<file path="src/rtl/axi_stream_payload_history.sv">
// One-cycle history of the tapped stream: previous valid, previous handshake
// and a payload snapshot, plus the combinational "payload changed" compare.
module axi_stream_payload_history #(
    parameter int byte_width = 4,
    parameter int id_width   = 0,
    parameter int dest_width = 0,
    parameter int user_width = 0
) (
    input  logic                                       clk,
    input  logic                                       resetn,
    input  logic                                       tvalid,
    input  logic                                       hs,
    input  logic [8*byte_width-1:0]                    tdata,
    input  logic [byte_width-1:0]                      tstrb,
    input  logic [byte_width-1:0]                      tkeep,
    input  logic                                       tlast,
    input  logic [(id_width   > 0 ? id_width   : 1)-1:0] tid,
    input  logic [(dest_width > 0 ? dest_width : 1)-1:0] tdest,
    input  logic [(user_width > 0 ? user_width : 1)-1:0] tuser,
    output logic                                       prev_tvalid,
    output logic                                       prev_hs,
    output logic                                       payload_changed
);

    localparam int BASE_W = 10 * byte_width + 1;

    logic [BASE_W-1:0] w_base;
    logic [BASE_W-1:0] r_prev_base;
    logic              r_prev_tvalid;
    logic              r_prev_hs;
    logic              w_id_changed;
    logic              w_dest_changed;
    logic              w_user_changed;

    assign w_base = {tdata, tstrb, tkeep, tlast};

    always_ff @(posedge clk or negedge resetn) begin
        if (!resetn) begin
            r_prev_tvalid <= 1'b0;
            r_prev_hs     <= 1'b0;
            r_prev_base   <= '0;
        end else begin
            r_prev_tvalid <= tvalid;
            r_prev_hs     <= hs;
            r_prev_base   <= w_base;
        end
    end

    // Absent sideband fields contribute nothing to the stability compare.
    generate
        if (id_width > 0) begin : g_id
            logic [id_width-1:0] r_prev_tid;
            always_ff @(posedge clk or negedge resetn) begin
                if (!resetn) r_prev_tid <= '0;
                else         r_prev_tid <= tid;
            end
            assign w_id_changed = (tid != r_prev_tid);
        end else begin : g_no_id
            logic w_unused_id;
            assign w_unused_id  = ^tid;
            assign w_id_changed = 1'b0;
        end

        if (dest_width > 0) begin : g_dest
            logic [dest_width-1:0] r_prev_tdest;
            always_ff @(posedge clk or negedge resetn) begin
                if (!resetn) r_prev_tdest <= '0;
                else         r_prev_tdest <= tdest;
            end
            assign w_dest_changed = (tdest != r_prev_tdest);
        end else begin : g_no_dest
            logic w_unused_dest;
            assign w_unused_dest  = ^tdest;
            assign w_dest_changed = 1'b0;
        end

        if (user_width > 0) begin : g_user
            logic [user_width-1:0] r_prev_tuser;
            always_ff @(posedge clk or negedge resetn) begin
                if (!resetn) r_prev_tuser <= '0;
                else         r_prev_tuser <= tuser;
            end
            assign w_user_changed = (tuser != r_prev_tuser);
        end else begin : g_no_user
            logic w_unused_user;
            assign w_unused_user  = ^tuser;
            assign w_user_changed = 1'b0;
        end
    endgenerate

    assign prev_tvalid     = r_prev_tvalid;
    assign prev_hs         = r_prev_hs;
    assign payload_changed = (w_base != r_prev_base) | w_id_changed | w_dest_changed | w_user_changed;

endmodule

</file>
<file path="config.mk">
export PLATFORM = sky130hd
export DESIGN_NAME = axi_stream_payload_history
export DESIGN_NICKNAME = d
export VERILOG_FILES = /design/src/rtl/axi_stream_payload_history.sv
export SDC_FILE = /design/constraint.sdc
export NUM_CORES = 1
export LEC_CHECK = 0
export CAP_MARGIN = 20
export CORE_ASPECT_RATIO = 1.25
export CORE_MARGIN = 1
export CORE_UTILIZATION = 44
export DETAILED_ROUTE_END_ITERATION = 10
export GPL_ROUTABILITY_DRIVEN = 0
export HOLD_SLACK_MARGIN = 0.1
export PLACE_DENSITY = 0.78
export SLEW_MARGIN = 20
export SYNTH_ARGS = -nofsm -noshare
export SYNTH_HDL_FRONTEND = slang
export SYNTH_SLANG_ARGS = --single-unit
</file>
<file path="constraint.sdc">
create_clock -name clk -period 1.3 [get_ports clk]
set_clock_uncertainty 0.05 [all_clocks]
set_input_delay 0.195 -clock clk [delete_from_list [all_inputs] [get_ports clk]]
set_output_delay 0.195 -clock clk [all_outputs]
set_load 0.005 [all_outputs]
</file>
==> qor.csv <==
metric,value,unit
grt_pass1_wl,3.96,mm
power_frac_clock,31.8,%
htree_levels,2,
cp_slowest_cell,dfrtp_1,
grt_max_degree,32,
final_cell_mix,"clkdlybuf4s50_1, dfrtp_1, xnor2_1, nand4_1, clkbuf_8",
clock-sinks,43,
vias,928,
synth_compound_area_share,0,%
syn2layout_area_growth,42.2,%
seq_area,1080,um2
die_area,3700,um2
power_frac_seq,55.4,%
synth_area,1520,um2
hold_class,in2async,
fin_cells,192,
die_w,54.6,um
wire_per_inst,13.3,um
ys_seq_area_share,70.7,%
synthXorXnorAreaFrac,23.6,%
dp_hpwl,2.00,mm
setup_viol,1,
avgSynthCellArea,15.4,um2
synthAdderAreaFrac,0,%
p_int,2.04,mW
track_usage,16.3,%
drt_wl_total,2.56,mm
synth_top_family_by_area,XOR/XNOR gates,
yosysUniqueCellTypes,7,
yosys_warnings,0,
cp.arrival,1.53,ns
crit_path_max_incr_delay,0.38,ns
postLayoutSetupSlackWorst,-0.476,ns
vias_per_cell,4.83,
ir_drop,0.000890,V
crit_fanout,1,
core,3250,um2
drive_gt1_share,8.39,%
synthMuxAreaShare,0,%
antenna_cells,0,
ctsLongestPathBuffers,2,
cts_tree,built,
port_buffers,47,
yosys-top-cells-area,"dfrtp_1, xnor2_1, nand4_1",
tightestPinTransition,0.310,ns
status,"finished, violations left",
synth_simple_gate_area_share,5.75,%
drt_iter0_drc,10,
grt_pass1_vias,992,
violations,setup timing,
die_h,67.8,um
comb_power_share,12.8,%
powerDensity,1200,nW/um2
grt-ovfl-total,0,
synth_top_area_share,70.7,%
syn_inst,99,
p_leak,0.845,nW
setup_tns,-0.476,ns
power_switching_share,21.3,%
fin_nets,203,
max-cap-violations,0,
final_util,66.6,%
start_util,46.8,%
grt_setup_unrepaired,yes,
end_kind,output port,
nFillCells,257,
fin_crit_sh,137,%
dp.cells,184,
rows,23,
ios,51,
fin_crit,1.78,ns
drc,0,
cp_cell_sequence,xnor2_1 > nand4_1 > nor4_2 > nand3_1 > buf_2,
cp-start-kind,flip-flop,
dr.pass1.iters,2,
cts-root-buf,clkbuf_8,
ys_seq_elements,43,
yosysTopAreaCell,dfrtp_1,
slew_viol_final,0,
max-slew-margin-rel,79.3,%
ant_nets,0,
cp_data_required_time,1.05,ns
multi_input_area,467,um2
finalHoldViolCount,0,
clkSlewWorstSetupHoldPaths,0.08,ns
power_switching,0.553,mW
power,2.59,mW
synth_fp_nets,147,
fmax,563,MHz
cts_buffers,5,
antenna_found_initial,0,
place_ws,-0.863,ns
crit_type,reg2out,
post_cts_buffers,0,
==> final cells by class <==
cell class	count	area share [%]
clock buffers	6	3.82
clock inverters	1	0.231
multi-input cells	56	21.6
flip-flops and latches	43	49.7
well taps	37	2.14
repair buffers	49	22.5
==> per-layer routing <==
metal | GRT usage [%] | part of all wire (%) | vias up
li1 | - | - | 442
met5 | 0 | 0 | -
met2 | 28.2 | 53 | 35
met3 | 5.86 | 7.0 | 5
met1 | 15.7 | 38 | 446
met4 | 10.6 | 2.1 | 0
==> flip-flops by register name, indices dropped and copies added, names as in the netlist <==
register / count
prev_hs: 1
prev_tvalid: 1
r_prev_base: 41
==> power by group through the flow <==
stage / Clock (mW) / Sequential [mW] / Combinational [mW]
after floorplan: 0 / 1.46 / 0.120
after global placement: 0 / 1.46 / 0.322
after detailed placement: 0 / 1.46 / 0.332
after CTS: 0.863 / 1.44 / 0.336
after global routing: 0.903 / 1.44 / 0.364
final: 0.823 / 1.44 / 0.331
==> synthesized netlist by cell type <==
| cell type | instances |
|---|---|
| nand4_1 | 9 |
| dfrtp_1 | 43 |
| nand2_1 | 1 |
| nand3_1 | 2 |
| nor3_1 | 1 |
| nor4_1 | 2 |
| xnor2_1 | 41 |
==> per-stage QoR <==
stage,area [um2],hold slack (ns)
detailed placement,2050,0.0549
floorplan,1520,-0.151
global route,2160,0.278
finish,2160,0.291
CTS,2150,0.277
global placement,2050,0.0447
==> critical path: cells and delay by family (launching register included) <==
kind	cells	cell delay, ns
AND/OR/NAND/NOR	3	0.56
flip-flops	1	0.38
buffers and inverters	1	0.15
XOR/XNOR	1	0.16
==> kinds of logic after synthesis <==
group            count (synthesis)
XOR/XNOR                        41
AND/OR/NAND/NOR                 15
flip-flops                      43
==> worst max path at each step <==
| stage | end | slack, ns | from |
|---|---|---|---|
| 2_1_floorplan | payload_changed | 0.09 | r_prev_base[1] |
| 3_3_place_gp | payload_changed | -0.87 | tstrb[1] |
| 3_5_place_dp | payload_changed | -0.86 | tdata[31] |
| 4_1_cts | payload_changed | -0.51 | r_prev_base[32] |
| 5_1_grt | payload_changed | -0.60 | r_prev_base[7] |
| 6_report | payload_changed | -0.48 | r_prev_base[32] |
==> what timing repair did <==
item | CTS | global route
resized for setup | 7 | 2
pin swaps | 8 | 6
endpoints found under the setup margin | 3 | 1
hold endpoints to repair | 43 | 0
hold buffers | 1 | 0
Note: power is estimated with default switching activity, not from simulation.
==> patch 1, RTL diff (same flow settings) <==
Put a register stage on the output `payload_changed`, with the module's reset. The value now appears one clock later. The other outputs are not delayed to match.
--- a/src/rtl/axi_stream_payload_history.sv
+++ b/src/rtl/axi_stream_payload_history.sv
@@ -91,5 +91,11 @@
     assign prev_tvalid     = r_prev_tvalid;
     assign prev_hs         = r_prev_hs;
-    assign payload_changed = (w_base != r_prev_base) | w_id_changed | w_dest_changed | w_user_changed;
+    always_ff @(posedge clk or negedge resetn) begin
+        if (!resetn) begin
+            payload_changed <= '0;
+        end else begin
+            payload_changed <= (w_base != r_prev_base) | w_id_changed | w_dest_changed | w_user_changed;
+        end
+    end
 
 endmodule
Check against the original RTL: not equivalent (a bounded check fails within 4 cycles, from zero or initial values and one cycle with resetn low).
==> patch 1 against the unedited design <==
The flow still finishes with violations (negative setup slack); sequential share of layout area fell by 0.16 points; utilization is 1.2 points higher; via count rose by 0.54%; setup slack better by 0.44 ns; power increased by 2.3%; die area increased by 1.6%; area after synthesis increased by 1.6%; non-clock buffer count increased by 2; wire length up 4.5%; sequential cell count grew 1; synthesized cell count grew 1.0%; cell area up 2.7%; critical path depth is the same; critical endpoint is now payload_changed$_DFF_PN0_; largest cell class unchanged.
==> patch 1: results (changes against the unedited design) <==
[sta]
final_ws_setup_ns = -0.0382  ; +0.438 ns
timing.slew.headroom = 0.804  ; +0.0106
final.setup.tns_ns = -0.0382  ; +0.438 ns
report.final.setup_viol = 1  ; unchanged

[worst_setup_path]
critPathMaxFanout = 2  ; +1
critPathArrivalTime_ns = 1.45  ; -0.08 ns

[placement]
dpl.cell_count = 185  ; +0.54%
hpwl_mm = 2.07  ; +3.6%

[final_layout]
fillers = 251  ; -2.3%
fraction_of_layout_instances_using_a_drive_strength_above_1 = 0.0692  ; -0.0147

[grt]
grt_pass1_wl_mm = 4.13  ; +4.2%
track_usage = 0.163  ; about the same
maximum_number_of_pins_on_one_net_before_global_route_repair = 45  ; +41%
first_global_vias = 994  ; +0.20%

[routing]
via_count = 933  ; +0.54%
dr_wl_cell_um = 13.7  ; +2.4%
drt_first_pass_iters = 2  ; unchanged
detail_route.wirelength_mm = 2.68  ; +4.5%
drt_first_iter_violations = 4  ; -6

[synth]
syn-instance-count = 100  ; +1.0%
post-synth-top-area-fraction = 0.711  ; +0.00474
post_synth_net_total = 148  ; +0.68%
largest_cells_by_area_after_synthesis = sky130_fd_sc_hd__dfrtp_1, sky130_fd_sc_hd__xnor2_1, sky130_fd_sc_hd__nand4_1
synth_commonest_cells = sky130_fd_sc_hd__dfrtp_1, sky130_fd_sc_hd__xnor2_1, sky130_fd_sc_hd__nand4_1, sky130_fd_sc_hd__nand3_1, sky130_fd_sc_hd__nor4_1
sequential_cell_area_fraction_in_the_yosys_report = 0.711  ; +0.00474

[power_and_ir_drop]
intPower_uw = 2090  ; +2.6%
vdd.ir_drop.worst_uv = 869  ; -2.4%
leakagePower_uw = 0.000885  ; +4.7%

[min_path]
hold_class = primary input to flip-flop

[clock_network]
htree_levels = 2  ; unchanged

[status]
outcome = finished, violations left
failed_checks = negative setup slack

-- patch 1: cell types whose count changed after synthesis, sizes merged --
cell   unedited run  this run
dfrtp            43        44
-- patch 1: routing by layer --
| metal | global-route usage | vias to the layer above | share of wire |
|---|---|---|---|
| met2 | 0.298 | 25 | 0.55 |
| met3 | 0.0689 | 4 | 0.046 |
| li1 | - | 442 | - |
| met1 | 0.158 | 462 | 0.39 |
| met4 | 0.0563 | 0 | 0.0093 |
| met5 | 0 | - | 0 |
-- patch 1: critical path, stage by stage --
cell and delay, ns:
sky130_fd_sc_hd__clkdlybuf4s50_1 0.52, sky130_fd_sc_hd__xnor2_2 0.12, sky130_fd_sc_hd__nand4_1 0.13, sky130_fd_sc_hd__nor4_2 0.36
sky130_fd_sc_hd__nand3_1 0.11
-- patch 1: worst max-delay path by stage --
stage | from | slack, ns | endpoint
after floorplan | r_prev_base[1]$_DFF_PN0_ | 0.18 | payload_changed$_DFF_PN0_
after global placement | tstrb[1] | -0.34 | payload_changed$_DFF_PN0_
after detailed placement | tdata[31] | -0.37 | payload_changed$_DFF_PN0_
after CTS | r_prev_base[2]$_DFF_PN0_ | 0.02 | payload_changed$_DFF_PN0_
after global routing | tstrb[3] | -0.13 | payload_changed$_DFF_PN0_
final | tstrb[3] | -0.04 | payload_changed$_DFF_PN0_
-- patch 1: power by group through the flow --
stage               Clock (µW)  Sequential [µW]  Combinational (µW)
global placement             0             1490                 324
detailed placement           0             1490                 335
CTS                        877             1470                 337
global route               916             1470                 372
floorplan                    0             1490                 120
finish                     843             1470                 338
-- patch 1: kinds of logic (layout without fill, tap and decap cells) --
group	Yosys count	count (layout)	share of synthesized area
buf+inv	0	59	0
simple gates	15	15	0.0566
xor+xnor	41	41	0.232
flops	44	44	0.711
-- patch 1: repair_timing --
action / 4_1_cts / 5_1_grt
endpoints found under the hold margin: 44 / 2
pin swaps: 1 / 6
hold buffers: 1 / 2
cloned: 0 / 0
setup endpoints to repair: 4 / 1
resized for setup: 4 / 4
-- patch 1: per-stage QoR --
stage	utilization	instance area, µm²	worst slack [ns]	total power (µW)
CTS	0.665	2180	0.0162	2680
floorplan	-	1550	0.179	1610
global route	0.677	2220	-0.129	2760
detailed placement	0.634	2080	-0.371	1830
finish	0.677	2220	-0.0382	2650
global placement	0.634	2080	-0.340	1810
-- patch 1: cell type report --
type	instances	area, µm²	share of cell area
clock buffers	8	90.1	0.0405
multi-input cells	56	468	0.211
flip-flops and latches	44	1100	0.495
well taps	37	46.3	0.0208
repair buffers	51	517	0.233
==> patch 2, RTL diff (same settings) <==
Made on the original files. `byte_width`: 4 -> 6.
--- a/src/rtl/axi_stream_payload_history.sv
+++ b/src/rtl/axi_stream_payload_history.sv
@@ -2,5 +2,5 @@
 // and a payload snapshot, plus the combinational "payload changed" compare.
 module axi_stream_payload_history #(
-    parameter int byte_width = 4,
+    parameter int byte_width = 6,
     parameter int id_width   = 0,
     parameter int dest_width = 0,
Ports: changed (resized tdata, tkeep and tstrb); port bits go from 51 to 71. No check against the original RTL was run, so the function may have changed too.
==> patch 2 against the unedited design <==
The flow still finishes with violations (negative setup slack); wire length increased by 55%; fmax decreased by 6.2%; cell area increased by 53%; die area increased by 45%; area after synthesis increased by 47%; critical path depth increased by 1; sequential power increased by 47%; power increased by 72%; first-iteration DRC count increased to 4.8 times the old value; sequential cell count increased by 20; setup slack got worse by 0.12 ns; critical endpoint unchanged.
==> patch 2: results (changes against the unedited design) <==
[status]
outcome = finished, violations left
failed_checks = negative setup slack

[sta]
timing.slew.headroom = 0.782  ; -0.0107
final.setup.tns_ns = -0.593  ; -0.117 ns
fin_worst_hold_slack_ns = 0.246  ; -0.0452 ns
report.final.setup_viol = 1  ; unchanged
final_ws_setup_ns = -0.593  ; -0.117 ns

[placement]
pre_cts_ws_ns = -0.996  ; -0.132 ns
port_buffers = 67  ; +43%
dpl.cell_count = 278  ; +51%
placedInstanceArea_um2 = 3040  ; +48%
hpwl_mm = 3.02  ; +51%

[power_and_ir_drop]
netSwitchingPower_uw = 897  ; +62%
vdd.ir_drop.worst_uv = 825  ; -7.3%
leakagePower_uw = 0.00130  ; +54%

[routing]
drt_first_pass_iters = 3  ; +1
via_count = 1359  ; +46%
detail_route.wirelength_mm = 3.97  ; +55%
drt_first_iter_violations = 48  ; +38
dr_wl_cell_um = 13.5  ; +1.2%

[final_layout]
fraction_of_layout_instances_using_a_drive_strength_above_1 = 0.120  ; +0.0358
nNetsFinal = 297  ; +46%
largest_register_ffs = 61  ; +49%

[min_path]
hold_class = primary input to flip-flop

[synth]
synthDistinctLibCells = 6  ; -1
largest_cells_by_area_after_synthesis = sky130_fd_sc_hd__dfrtp_1, sky130_fd_sc_hd__xnor2_1, sky130_fd_sc_hd__nand4_1
synth_commonest_cells = sky130_fd_sc_hd__dfrtp_1, sky130_fd_sc_hd__xnor2_1, sky130_fd_sc_hd__nand4_1, sky130_fd_sc_hd__nor4_1
syn-instance-count = 145  ; +46%
sequential_cell_area_fraction_in_the_yosys_report = 0.704  ; -0.00235

[worst_setup_path]
critPathArrivalTime_ns = 1.65  ; +0.12 ns

[grt]
grt_util_met2 = 0.294  ; +0.0123
met1_track_usage_gr = 0.191  ; +0.0347
first_global_vias = 1507  ; +52%
grt_pass1_wl_mm = 6.57  ; +66%
grt_util_met3 = 0.0542  ; -0.00439
track_usage = 0.174  ; +0.0111

[clock_network]
htree_levels = 3  ; +1
cts_buffers = 9  ; +4

patch 2: cell types whose count changed after synthesis, sizes merged:
cell / delta
nand3: -1
nor3: -1
xnor2: +20
dfrtp: +20
nand4: +6
nor4: +2
patch 2: cell families (layout without fill, tap and decap cells):
kind of cell	Yosys count	count (layout)
buf+inv	0	89
flops	63	63
simple gates	21	21
xor+xnor	61	61
patch 2: final cells by class:
type,instances,area (µm²)
timing repair buffer,73,718
fill,353,1500
clock inverter,3,65.1
sequential,63,1580
clock buffer,13,159
multi-input combinational,82,709
tap,60,75.1
patch 2: final timing paths:
path	endpoint	cells past startpoint	startpoint
max in group asynchronous	r_prev_base[51]$_DFF_PN0_	3	resetn
setup / recovery	payload_changed	6	r_prev_base[59]$_DFF_PN0_
hold / removal	prev_hs$_DFF_PN0_	1	hs
min in group asynchronous	r_prev_base[40]$_DFF_PN0_	3	resetn
patch 2: worst max-delay path: stages, from the launching register on:
cell                      delay (ns)
sky130_fd_sc_hd__dfrtp_1        0.41
sky130_fd_sc_hd__xnor2_2        0.14
sky130_fd_sc_hd__nand4_1        0.12
sky130_fd_sc_hd__nor4_2         0.27
sky130_fd_sc_hd__buf_4          0.15
sky130_fd_sc_hd__nand4_1        0.09
sky130_fd_sc_hd__buf_2          0.15
patch 2: what timing repair did:
item	CTS	global route
setup endpoints to repair	3	1
hold endpoints to repair	63	0
pin swaps	12	0
gates resized for setup	10	3
hold buffers	1	0
patch 2: metrics by stage:
step	util	total power [µW]
global placement	0.633	2620
global route	0.688	4640
floorplan	-	2310
CTS	0.684	4520
finish	0.688	4460
detailed placement	0.633	2640
patch 2: per-layer routing:
metal	wire, µm	part of all wire	vias up
met1	1580	0.40	653
met4	73	0.018	0
met2	2060	0.52	45
met5	0	0	-
li1	-	-	653
met3	256	0.064	8
patch 2: power groups by stage:
stage	Clock [µW]	Combinational, µW	Sequential, µW
after detailed placement	0	497	2140
after floorplan	0	178	2130
after global routing	1980	546	2120
final	1850	500	2110
after CTS	1910	504	2110
after global placement	0	484	2140
